## src/rtl/dmem_arbiter.sv

```systemverilog
// dmem_arbiter: shares the single data-memory port between the CPU (port A)
// and a debug/loader requester (port B). The CPU normally wins; a port B
// request that has waited MAX_WAIT cycles is given priority for one transfer.
// Port B writes into the I/O window (F0:FF) can be blocked by B_IO_WR.
module dmem_arbiter #(
  parameter int MAX_WAIT = 4,
  parameter int B_IO_WR  = 0
) (
  input  logic       clk,
  input  logic       reset_n,
  input  logic       req_a,
  input  logic       we_a,
  input  logic [7:0] addr_a,
  input  logic [7:0] wdata_a,
  input  logic       req_b,
  input  logic       we_b,
  input  logic [7:0] addr_b,
  input  logic [7:0] wdata_b,
  output logic       gnt_a,
  output logic       gnt_b,
  output logic       done_a,
  output logic       done_b,
  output logic [7:0] rdata_a,
  output logic [7:0] rdata_b,
  output logic       err_b,
  output logic       mem_wmem,
  output logic [7:0] mem_addr,
  output logic [7:0] mem_din,
  input  logic [7:0] mem_dout
);

  localparam logic [3:0] MAX_WAIT_L = 4'(MAX_WAIT);
  localparam logic [7:0] IO_BASE    = 8'hF0;
  localparam logic       B_IO_WR_EN = (B_IO_WR != 0);

  typedef enum logic {
    PRI_A = 1'b0,
    PRI_B = 1'b1
  } pri_t;

  pri_t       pri_q;
  logic [3:0] wait_b_q;
  logic [3:0] wait_b_nxt;
  logic       gnt_a_int;
  logic       gnt_b_int;
  logic       rej_b;

  logic       done_a_p1;
  logic       done_b_p1;
  logic       err_b_p1;
  logic [7:0] rdata_a_p1;
  logic [7:0] rdata_b_p1;

  // Pick this cycle's winner from the current priority state
  always_comb begin
    gnt_a_int = 1'b0;
    gnt_b_int = 1'b0;
    if (pri_q == PRI_B) begin
      gnt_b_int = req_b;
      gnt_a_int = req_a && !req_b;
    end else begin
      gnt_a_int = req_a;
      gnt_b_int = req_b && !req_a;
    end
  end

  // A port B write into the I/O window is consumed but never reaches memory
  assign rej_b = we_b && (addr_b >= IO_BASE) && !B_IO_WR_EN;

  // While reset is held nothing is granted, so no access can slip through
  assign gnt_a = gnt_a_int && reset_n;
  assign gnt_b = gnt_b_int && reset_n;

  // Steer the granted port onto the memory bus; idle bus is all zeros
  always_comb begin
    mem_wmem = 1'b0;
    mem_addr = 8'h00;
    mem_din  = 8'h00;
    if (gnt_a) begin
      mem_wmem = we_a;
      mem_addr = addr_a;
      mem_din  = wdata_a;
    end else if (gnt_b) begin
      mem_wmem = we_b && !rej_b;
      mem_addr = addr_b;
      mem_din  = wdata_b;
    end
  end

  // Starvation counter for port B: counts denied cycles, saturates at MAX_WAIT
  always_comb begin
    wait_b_nxt = 4'd0;
    if (req_b && !gnt_b_int) begin
      if (wait_b_q >= MAX_WAIT_L) begin
        wait_b_nxt = MAX_WAIT_L;
      end else begin
        wait_b_nxt = wait_b_q + 4'd1;
      end
    end
  end

  // Priority FSM: B takes priority once its wait hits the limit, for one transfer
  always_ff @(posedge clk or negedge reset_n) begin
    if (!reset_n) begin
      pri_q    <= PRI_A;
      wait_b_q <= 4'd0;
    end else begin
      wait_b_q <= wait_b_nxt;
      case (pri_q)
        PRI_A: if (wait_b_nxt == MAX_WAIT_L) pri_q <= PRI_B;
        PRI_B: if (!req_b || gnt_b_int) pri_q <= PRI_A;
        default: pri_q <= PRI_A;
      endcase
    end
  end

  // Response stage: done/err pulse the cycle after a transfer, reads capture mem_dout
  always_ff @(posedge clk or negedge reset_n) begin
    if (!reset_n) begin
      done_a_p1  <= 1'b0;
      done_b_p1  <= 1'b0;
      err_b_p1   <= 1'b0;
      rdata_a_p1 <= 8'h00;
      rdata_b_p1 <= 8'h00;
    end else begin
      done_a_p1 <= req_a && gnt_a_int;
      done_b_p1 <= req_b && gnt_b_int;
      err_b_p1  <= req_b && gnt_b_int && rej_b;
      if (req_a && gnt_a_int && !we_a) rdata_a_p1 <= mem_dout;
      if (req_b && gnt_b_int && !we_b) rdata_b_p1 <= mem_dout;
    end
  end

  assign done_a  = done_a_p1;
  assign done_b  = done_b_p1;
  assign err_b   = err_b_p1;
  assign rdata_a = rdata_a_p1;
  assign rdata_b = rdata_b_p1;

endmodule

```

## config.mk

```make
export PLATFORM = sky130hd
export DESIGN_NAME = dmem_arbiter
export DESIGN_NICKNAME = d
export VERILOG_FILES = /design/src/rtl/dmem_arbiter.sv
export SDC_FILE = /design/constraint.sdc
export NUM_CORES = 1
export LEC_CHECK = 0
export CAP_MARGIN = 40
export CELL_PAD_IN_SITES_DETAIL_PLACEMENT = 1
export CELL_PAD_IN_SITES_GLOBAL_PLACEMENT = 1
export CORE_AREA = 2 2 71 73
export CTS_BUF_LIST = sky130_fd_sc_hd__clkbuf_8
export CTS_CLUSTER_DIAMETER = 60
export DETAILED_ROUTE_END_ITERATION = 10
export DIE_AREA = 0 0 73 75
export MAX_ROUTING_LAYER = met4
export PLACE_DENSITY = 0.83
export SYNTH_ARGS = -nofsm -noshare
export SYNTH_HDL_FRONTEND = slang
export SYNTH_SLANG_ARGS = --single-unit
export TNS_END_PERCENT = 50
```

## constraint.sdc

```tcl
create_clock -name clk -period 1.8 [get_ports clk]
set_input_delay 0.36 -clock clk [delete_from_list [all_inputs] [get_ports clk]]
set_output_delay 0.36 -clock clk [all_outputs]
set_load 0.01 [all_outputs]
```

After elaboration in Yosys (flattened, before gate mapping)
Index checks and enable logic that the tools add are counted.
{ "op_classes": {"reduce_logical": 19, "n_eq_ne": 1, "mux": 13, "n_addsub": 1, "bitwise": 1, "magnitude_cmp": 2} }
{ "op_table": {"columns": ["cell", "count"], "rows": [
  ["$mux 8", 4],
  ["$logic_and 1x1->1", 12],
  ["$ge 8x8->1 const B", 1],
  ["$mux 4", 2],
  ["$logic_not 1->1", 6],
  ["$mux 1", 6],
  ["$add 4x1->4 const B", 1],
  ["$eq 4x3->1 const B", 1],
  ["$ge 4x3->1 const B", 1],
  ["$pmux 1 s2", 1],
  ["$logic_or 1x1->1", 1],
  ["$not 1->1", 1]
]} }
{ "totals": {"word_cells": 44, "input_bits": 46, "register_bits": 24} }

Longest topological paths before layout
Gate-level depths: netlist (run 1).
{ "depth": {"word_depth": 9, "mapped_depth": 5, "depth_no_buf": 3} }

Worst setup path before layout (run 1)
OpenSTA, ideal clock, no wires.
{ "synth_timing": {"path_kind": "flip-flop to output port", "from": "reg pri_q", "to": "out mem_addr[0]", "stages_incl_launch_ff": 6, "arrival_ns": 1.197, "path_slack_ns": 0.243, "cell_sequence": "dfrtp_1 nand2b_1 and3_1 buf_2 buf_6 a22o_1"} }
{ "synth_between": {"elab_chain_cells": 4, "elab_cells_between_ends": 6} }
{ "synth_rtl": {"columns": ["element", "line", "rtl"], "rows": [
  ["from (decl)", "41", "pri_t pri_q;"],
  ["from (signal assigned)", "105", "pri_q <= PRI_A;"],
  ["from (signal assigned)", "110", "PRI_A: if (wait_b_nxt == MAX_WAIT_L) pri_q <= PRI_B;"],
  ["from (signal assigned)", "111", "PRI_B: if (!req_b || gnt_b_int) pri_q <= PRI_A;"],
  ["$mux 1", "58", "if (pri_q == PRI_B) begin"],
  ["$logic_and 1x1->1", "72", "assign gnt_b = gnt_b_int && reset_n;"],
  ["named net gnt_b", "20", "output logic gnt_b,"],
  ["$mux 8", "83", "end else if (gnt_b) begin"],
  ["$mux 8", "79", "if (gnt_a) begin"],
  ["to (decl)", "27", "output logic [7:0] mem_addr,"]
]} }
The timed path passes the listed nets, and every way through them passes these cells.

Worst setup path after layout (run 1)
{ "layout_timing": {"from": "reg pri_q", "to": "out mem_din[5]"} }
{ "layout_between": {"elab_chain_cells": 4, "elab_cells_between_ends": 6} }
{ "layout_rtl": {"columns": ["element", "line", "rtl"], "rows": [
  ["$mux 1", "58", null],
  ["$logic_and 1x1->1", "72", null],
  ["$mux 8", "83", null],
  ["$mux 8 (*)", "79", null],
  ["to (decl)", "28", "output logic [7:0] mem_din,"]
]} }
Every way passes the cells marked *; elsewhere a longest branch is shown, timed or not.

==> results of run 1 <==
==> area by class of cell <==
cell class | instances | area [um^2] | area share
Tap cell | 54 | 67.56 | 0.03037
Clock buffer | 3 | 41.29 | 0.01856
Timing Repair Buffer | 108 | 984.7 | 0.4426
Multi-Input combinational cell | 58 | 530.5 | 0.2385
Sequential cell | 24 | 600.6 | 0.2700
==> per-stage QoR <==
step	util	hold WS [ns]
6_report	0.4773	0.3806
5_1_grt	0.4773	0.4204
4_1_cts	0.4752	0.3469
3_5_place_dp	0.4505	0.4604
3_3_place_gp	0.4505	0.4423
2_1_floorplan	-	0.06441
==> logic make-up (layout without fill, tap and decap cells) <==
kind of cell,count (synthesis),in the layout,share of synthesized area
flops,24,24,0.5351
compound gates,19,19,0.1471
simple gates,18,21,0.1037
mux,16,16,0.1605
buf+inv,5,111,0.03902
fa+ha+maj,1,1,0.01115
other cells,1,1,0.003341
==> Yosys cell counts (all sizes together) <==
cell / n
dfrtp: 24
buf: 5
nand4: 1
and3: 1
a21boi: 1
o2bb2ai: 1
nand3: 1
a21oi: 1
nor2: 3
nor2b: 2
and2: 2
nor3b: 1
ha: 1
conb: 1
nor4: 1
nand2b: 1
a22o: 16
and4: 1
nand3b: 1
nand2: 2
mux2: 16
nor3: 1
==> sequential cells by signal, summed over array words and instances, names as in the netlist <==
signal and flops:
rdata_a 8, pri_q 1, err_b 1, done_a 1, rdata_b 8, wait_b_q 4
done_b 1
==> per-layer routing <==
metal | vias up | track usage
li1 | 537 | -
met1 | 562 | 0.1747
met2 | 66 | 0.3493
met3 | 6 | 0.04150
met4 | 0 | 0.03909
met5 | - | -
==> layout by cell type (no fill, tap or decap), drive strengths merged <==
cell type	count
and4	1
nand2	2
clkdlybuf4s15	2
nand4	1
a22o	16
dlygate4sd2	2
buf	43
a21boi	1
nor2	3
o2bb2ai	1
and3	1
conb	1
a21oi	1
nor2b	2
ha	1
clkbuf	3
mux2	16
nor4	1
nor3	1
and2	5
clkdlybuf4s50	61
nand2b	1
nor3b	1
dfrtp	24
nand3	1
nand3b	1
==> report_power, final <==
part | leakage [nW] | internal (mW) | switching (mW) | total [mW]
clock | 0.0216 | 0.149 | 0.148 | 0.297
sequential | 0.293 | 0.611 | 0.0392 | 0.650
combinational | 0.692 | 0.350 | 0.204 | 0.555
==> worst paths after layout <==
kind	slack, ns	cells past startpoint	endpoint	start
max in group asynchronous	1.21	2	rdata_b[4]	reset_n
worst max register to register	0.28	4	rdata_a[1]	pri_q
min in group clk	0.48	1	wait_b_q[0]	wait_b_q[3]
worst min-delay path	0.38	2	done_a	reset_n
worst min register to register	0.48	1	wait_b_q[0]	wait_b_q[3]
worst max-delay path	-0.09	6	mem_din[5]	pri_q
==> repair_timing <==
action / in CTS / in global routing
endpoints found under the setup margin: 19 / 18
resized for setup: 92 / 2
pin swaps: 13 / 5
hold buffers: 0 / 0
gates cloned: 3 / 0
buffers inserted: 14 / 0
==> summary.md, run 1 <==
| Metric | Value |
|---|---|
| Number of port buffers | 83 |
| Max FO, Critical Path | 6 |
| Clk_lat worst skew | 0.25 ns |
| CTS root buffer | clkbuf_8 |
| Synth area leader | dfrtp_1 |
| Worst-path clk slew | 0.08 ns |
| Crit-path cells | a21boi_4 > and2_4 > buf_6 > buf_6 > a22o_1 > buf_2 |
| PD cells | 674.8 nW/um^2 |
| Antenna Cells | 0 |
| Slowest stage delay, CP | 0.43 ns |
| Unrepaired setup endpoints after global routing | true |
| FF+latch count, synth | 24 |
| GPL Wtd Cong | 0.7642 |
| Number of fill cells | 510 |
| Final Cell Area | 2225 um^2 |
| Vias | 1,171 |
| Uppermost layer routed | met4 |
| Max Cap Viol | 0 |
| Placed cell count | 229 |
| Status | finished, violations left |
| Starting DRT DRC Count | 23 |
| Post-route antenna net violation count | 0 |
| Die area | 5475 um^2 |
| Total GRT Usage | 0.1774 |
| Mapped Avg Cell Area | 13.36 um^2 |
| Final WL | 4768 um |
| Synth cell types | 25 |
| P_leak | 1.007 nW |
| Clock period minus worst slack | 1.887 ns |
| Critical path class | flip-flop to primary output |
| TritonCTS Buffers | 3 |
| Tcrit/Tclk final | 1.048 |
| Via density | 4.741 |
| Pre-CTS WS | -0.6616 ns |
| Syn nets | 131 |
| # clock sinks | 24 |
| Total gr overflow | 0 |
| Die height | 75 um |
| DR WL met2 | 2680 um |
| Worst hold path type | input pin to asynchronous set/reset pin |
| Slowest cell on crit path | dfrtp_1 |
| Sequential area share after synthesis | 0.5351 |
| Largest net degree at the start of global routing | 18 |
| Clock skew | 0.0008597 ns |
| FP Rows | 25 |
| CTS tree | done |
| Initial Util | 0.2408 |
| Slew Viols, Final | 0 |
| I/O pins | 84 |
| CTS Buffer Depth | 2 |
| DRT Pass-1 Iters | 4 |
| Vias in the first global route | 1,321 |
| Share of layout cells above drive strength 1 | 0.3627 |
| Max IR drop VDD | 0.3386 mV |
| CP arrival | 1.53 ns |
| Worst path top cell family by delay | flip-flops |
| Setup TNS Final | -0.7385 ns |
| DRC | 0 |
| Final HPWL DP | 3218 um |
| Antenna violations before repair | 0 |
| Global-route wire length before repair | 7051 um |
| M1 WL | 1563 um |
| Mapped Cells | 84 |
| Top cell type's share of synthesized area | 0.5351 |
| Final non-filler cell total | 247 |
| Final setup margin | -0.08721 ns |
| Layout Nets | 242 |
| Post-DP Area | 2100 um^2 |
| Post-synthesis cell area | 1122 um^2 |
| Critical Path Source Type | flip-flop |
| Mean routed wirelength per cell | 19.30 um |
| Die width | 73 um |
| Count of final setup violators | 18 |
| Core Box Area | 4661 um^2 |
| Warnings from Yosys | 0 |
| Element type at the critical path end | primary output |
| Ranking of synthesized cells by area | dfrtp_1 (54%), mux2_2 (15%), a22o_1 (12%) |
| FMAX | 529.9 MHz |
| H-Tree Level Count | 1 |
| Syn-to-layout area delta | 98.22% |
| Failing checks | negative setup slack |
| Metal3 WL | 417 um |
| Pwr Total | 1.501 mW |
| Final Hold Viols | 0 |
| Worst path most repeated cell | buf_6 |
| Buffers & Inverters on Critical Path | 3 |
| Critical path required time | 1.44 ns |
Note: power is estimated with default switching activity, not from simulation.
==> run 2, diff against run 1 <==
- CTS_CLUSTER_SIZE: unset -> 10
- PLACE_DENSITY: 0.83 -> 0.8
==> summary.md, run 2 (synthesis gave the netlist of run 1 again) <==
| Metric | Value |
|---|---|
| Unrepaired setup endpoints after global routing | true (unchanged) |
| Crit-path cells | a21boi_4 > and2_4 > buf_6 > buf_6 > a22o_1 > buf_2 (unchanged) |
| Die area | 5475 um^2 (unchanged) |
| Starting DRT DRC Count | 27 (was 23) |
| Reg-to-reg endpoint | rdata_a[7] (was rdata_a[1]) |
| FP Rows | 25 (unchanged) |
| Slowest stage delay, CP | 0.43 ns (about the same) |
| Clock period minus worst slack | 1.945 ns (was 1.887 ns) |
| I/O pins | 84 (unchanged) |
| Clk_lat worst skew | 0.26 ns (was 0.25 ns) |
| Largest net degree at the start of global routing | 16 (was 18) |
| Antenna Cells | 0 (unchanged) |
| Pre-CTS WS | -0.6454 ns (was -0.6616 ns) |
| Count of final setup violators | 17 (was 18) |
| Clock share of power | 0.227 (was 0.198) |
| Initial Util | 0.2408 (unchanged) |
| # clock sinks | 24 (unchanged) |
| Status | finished, violations left (unchanged) |
| Worst-path clk slew | 0.08 ns (about the same) |
| Worst hold path type | input pin to asynchronous set/reset pin (unchanged) |
| Syn-to-layout area delta | 95.21% (was 98.22%) |
| Die height | 75 um (unchanged) |
| R2r setup slk | 0.13 ns (was 0.28 ns) |
| Met3 Usage GRT | 0.04284 (was 0.04150) |
| Most common cell after layout, fill and taps aside | clkdlybuf4s50_1 (unchanged) |
| FMAX | 514.2 MHz (was 529.9 MHz) |
| Total gr overflow | 0 (unchanged) |
| GPL Wtd Cong | 0.7754 (was 0.7642) |
| Sw power | 0.4096 mW (was 0.3910 mW) |
| CTS root buffer | clkbuf_8 (unchanged) |
| CTS tree | done (unchanged) |
| Total GRT Usage | 0.1852 (was 0.1774) |
| Layout Nets | 238 (was 242) |
| Critical path required time | 1.44 ns (about the same) |
| CTS Buffer Depth | 2 (unchanged) |
| H-Tree Level Count | 1 (unchanged) |
| TritonCTS Buffers | 3 (unchanged) |
| PD cells | 710.3 nW/um^2 (was 674.8 nW/um^2) |
| Antenna violations before repair | 0 (unchanged) |
| Via density | 4.898 (was 4.741) |
| Slew Viols, Final | 0 (unchanged) |
| GRT busiest layer | met2 (unchanged) |
| Final core utilization | 0.4701 (was 0.4773) |
| CTS Hold Buffers Added | 0 (unchanged) |
| Final setup margin | -0.1448 ns (was -0.08721 ns) |
| Core Box Area | 4661 um^2 (unchanged) |
| Clock skew | 0.003497 ns (was 0.0008597 ns) |
| Worst r2r src | pri_q (unchanged) |
| Final WL | 5027 um (was 4768 um) |
| Worst path top cell family by delay | flip-flops (unchanged) |
| Final HPWL DP | 3376 um (was 3218 um) |
| Critical Path Source Type | flip-flop (unchanged) |
| Met1 GRT Util | 0.1781 (was 0.1747) |
| DRC | 0 (unchanged) |
| CP arrival | 1.58 ns (was 1.53 ns) |
| Sw frac | 0.2632 (was 0.2605) |
| Most frequent cells in the layout | clkdlybuf4s50_1 (61), dfrtp_1 (24), buf_2 (18), a22o_1 (16), mux2_2 (15) (was clkdlybuf4s50_1 (61), dfrtp_1 (24), a22o_1 (16), buf_2 (16)) |
| Tcrit/Tclk final | 1.080 (was 1.048) |
| Share of layout cells above drive strength 1 | 0.3684 (was 0.3627) |
| Element type at the critical path end | primary output (unchanged) |
| Post-route antenna net violation count | 0 (unchanged) |
| Critical path class | flip-flop to primary output (unchanged) |
| Failing checks | negative setup slack (unchanged) |
| Seq pwr share | 0.419 (was 0.433) |
| Buffers & Inverters on Critical Path | 3 (unchanged) |
| Pwr Total | 1.556 mW (was 1.501 mW) |
| GRT met2 Usage | 0.3654 (was 0.3493) |
| Number of port buffers | 83 (unchanged) |
| Internal power | 1.147 mW (was 1.110 mW) |
| Max IR drop VDD | 0.4095 mV (was 0.3386 mV) |
| Final Hold Viols | 0 (unchanged) |
| Global-route wire length before repair | 7320 um (was 7051 um) |
| Die width | 73 um (unchanged) |
| Max FO, Critical Path | 5 (was 6) |
| Worst path most repeated cell | buf_6 (unchanged) |
| Max Cap Viol | 0 (unchanged) |
| Slowest cell on crit path | dfrtp_1 (unchanged) |
| Vias | 1,195 (was 1,171) |
| DRT Pass-1 Iters | 4 (unchanged) |
| R2R cell count | 5 (was 4) |
| Vias in the first global route | 1,380 (was 1,321) |
| P_leak | 0.9863 nW (was 1.007 nW) |
| Comb pwr share | 0.354 (was 0.369) |
| Mean routed wirelength per cell | 20.60 um (was 19.30 um) |
==> run 2: how the worst max path moves through the flow <==
stage / slack, ns / endpoint / from / cells past startpoint
floorplan: 0.24 / mem_addr[0] / pri_q / 5
global placement: -0.54 / mem_addr[6] / req_a / 5
detailed placement: -0.65 / mem_addr[1] / req_a / 5
CTS: -0.14 / mem_din[6] / pri_q / 5
global route: -0.22 / mem_addr[6] / pri_q / 6
finish: -0.14 / mem_addr[6] / pri_q / 6
==> run 2: through the flow <==
stage / instance area [um^2] / cells / hold slack [ns] / setup TNS (ns)
after floorplan: 1122 / 84 / 0.06441 / 0
after global placement: 2100 / 229 / 0.4424 / -11.43
after detailed placement: 2100 / 229 / 0.4812 / -14.07
after CTS: 2227 / 244 / 0.3895 / -1.241
after global routing: 2191 / 244 / 0.4630 / -2.716
final: 2191 / 244 / 0.4189 / -1.771
==> run 2: timing repair <==
item	in CTS	in global routing
endpoints found under the setup margin	19	19
gates cloned	4	0
buffers inserted	8	1
pin swaps	6	8
resized for setup	83	15
hold endpoints to repair	0	0
==> run 2: power by group through the flow <==
stage,clock (mW),combinational [mW],sequential (mW)
CTS,0.367,0.551,0.654
global placement,0,0.515,0.655
global route,0.398,0.581,0.664
finish,0.353,0.551,0.652
detailed placement,0,0.537,0.664
floorplan,0,0.140,0.689
==> run 2: final cells by class <==
type	count	area, um^2
timing repair buffer	103	925.9
multi-input combinational	59	541.8
fill	484	2470
clock buffer	4	55.05
sequential	24	600.6
tap	54	67.56
==> run 2: layer usage <==
| metal | routed length (um) | up-vias | part of all wire |
|---|---|---|---|
| met5 | 0 | - | 0 |
| met4 | 87 | 0 | 0.017 |
| met3 | 426 | 10 | 0.085 |
| met2 | 2742 | 71 | 0.55 |
| met1 | 1770 | 585 | 0.35 |
| li1 | - | 529 | - |
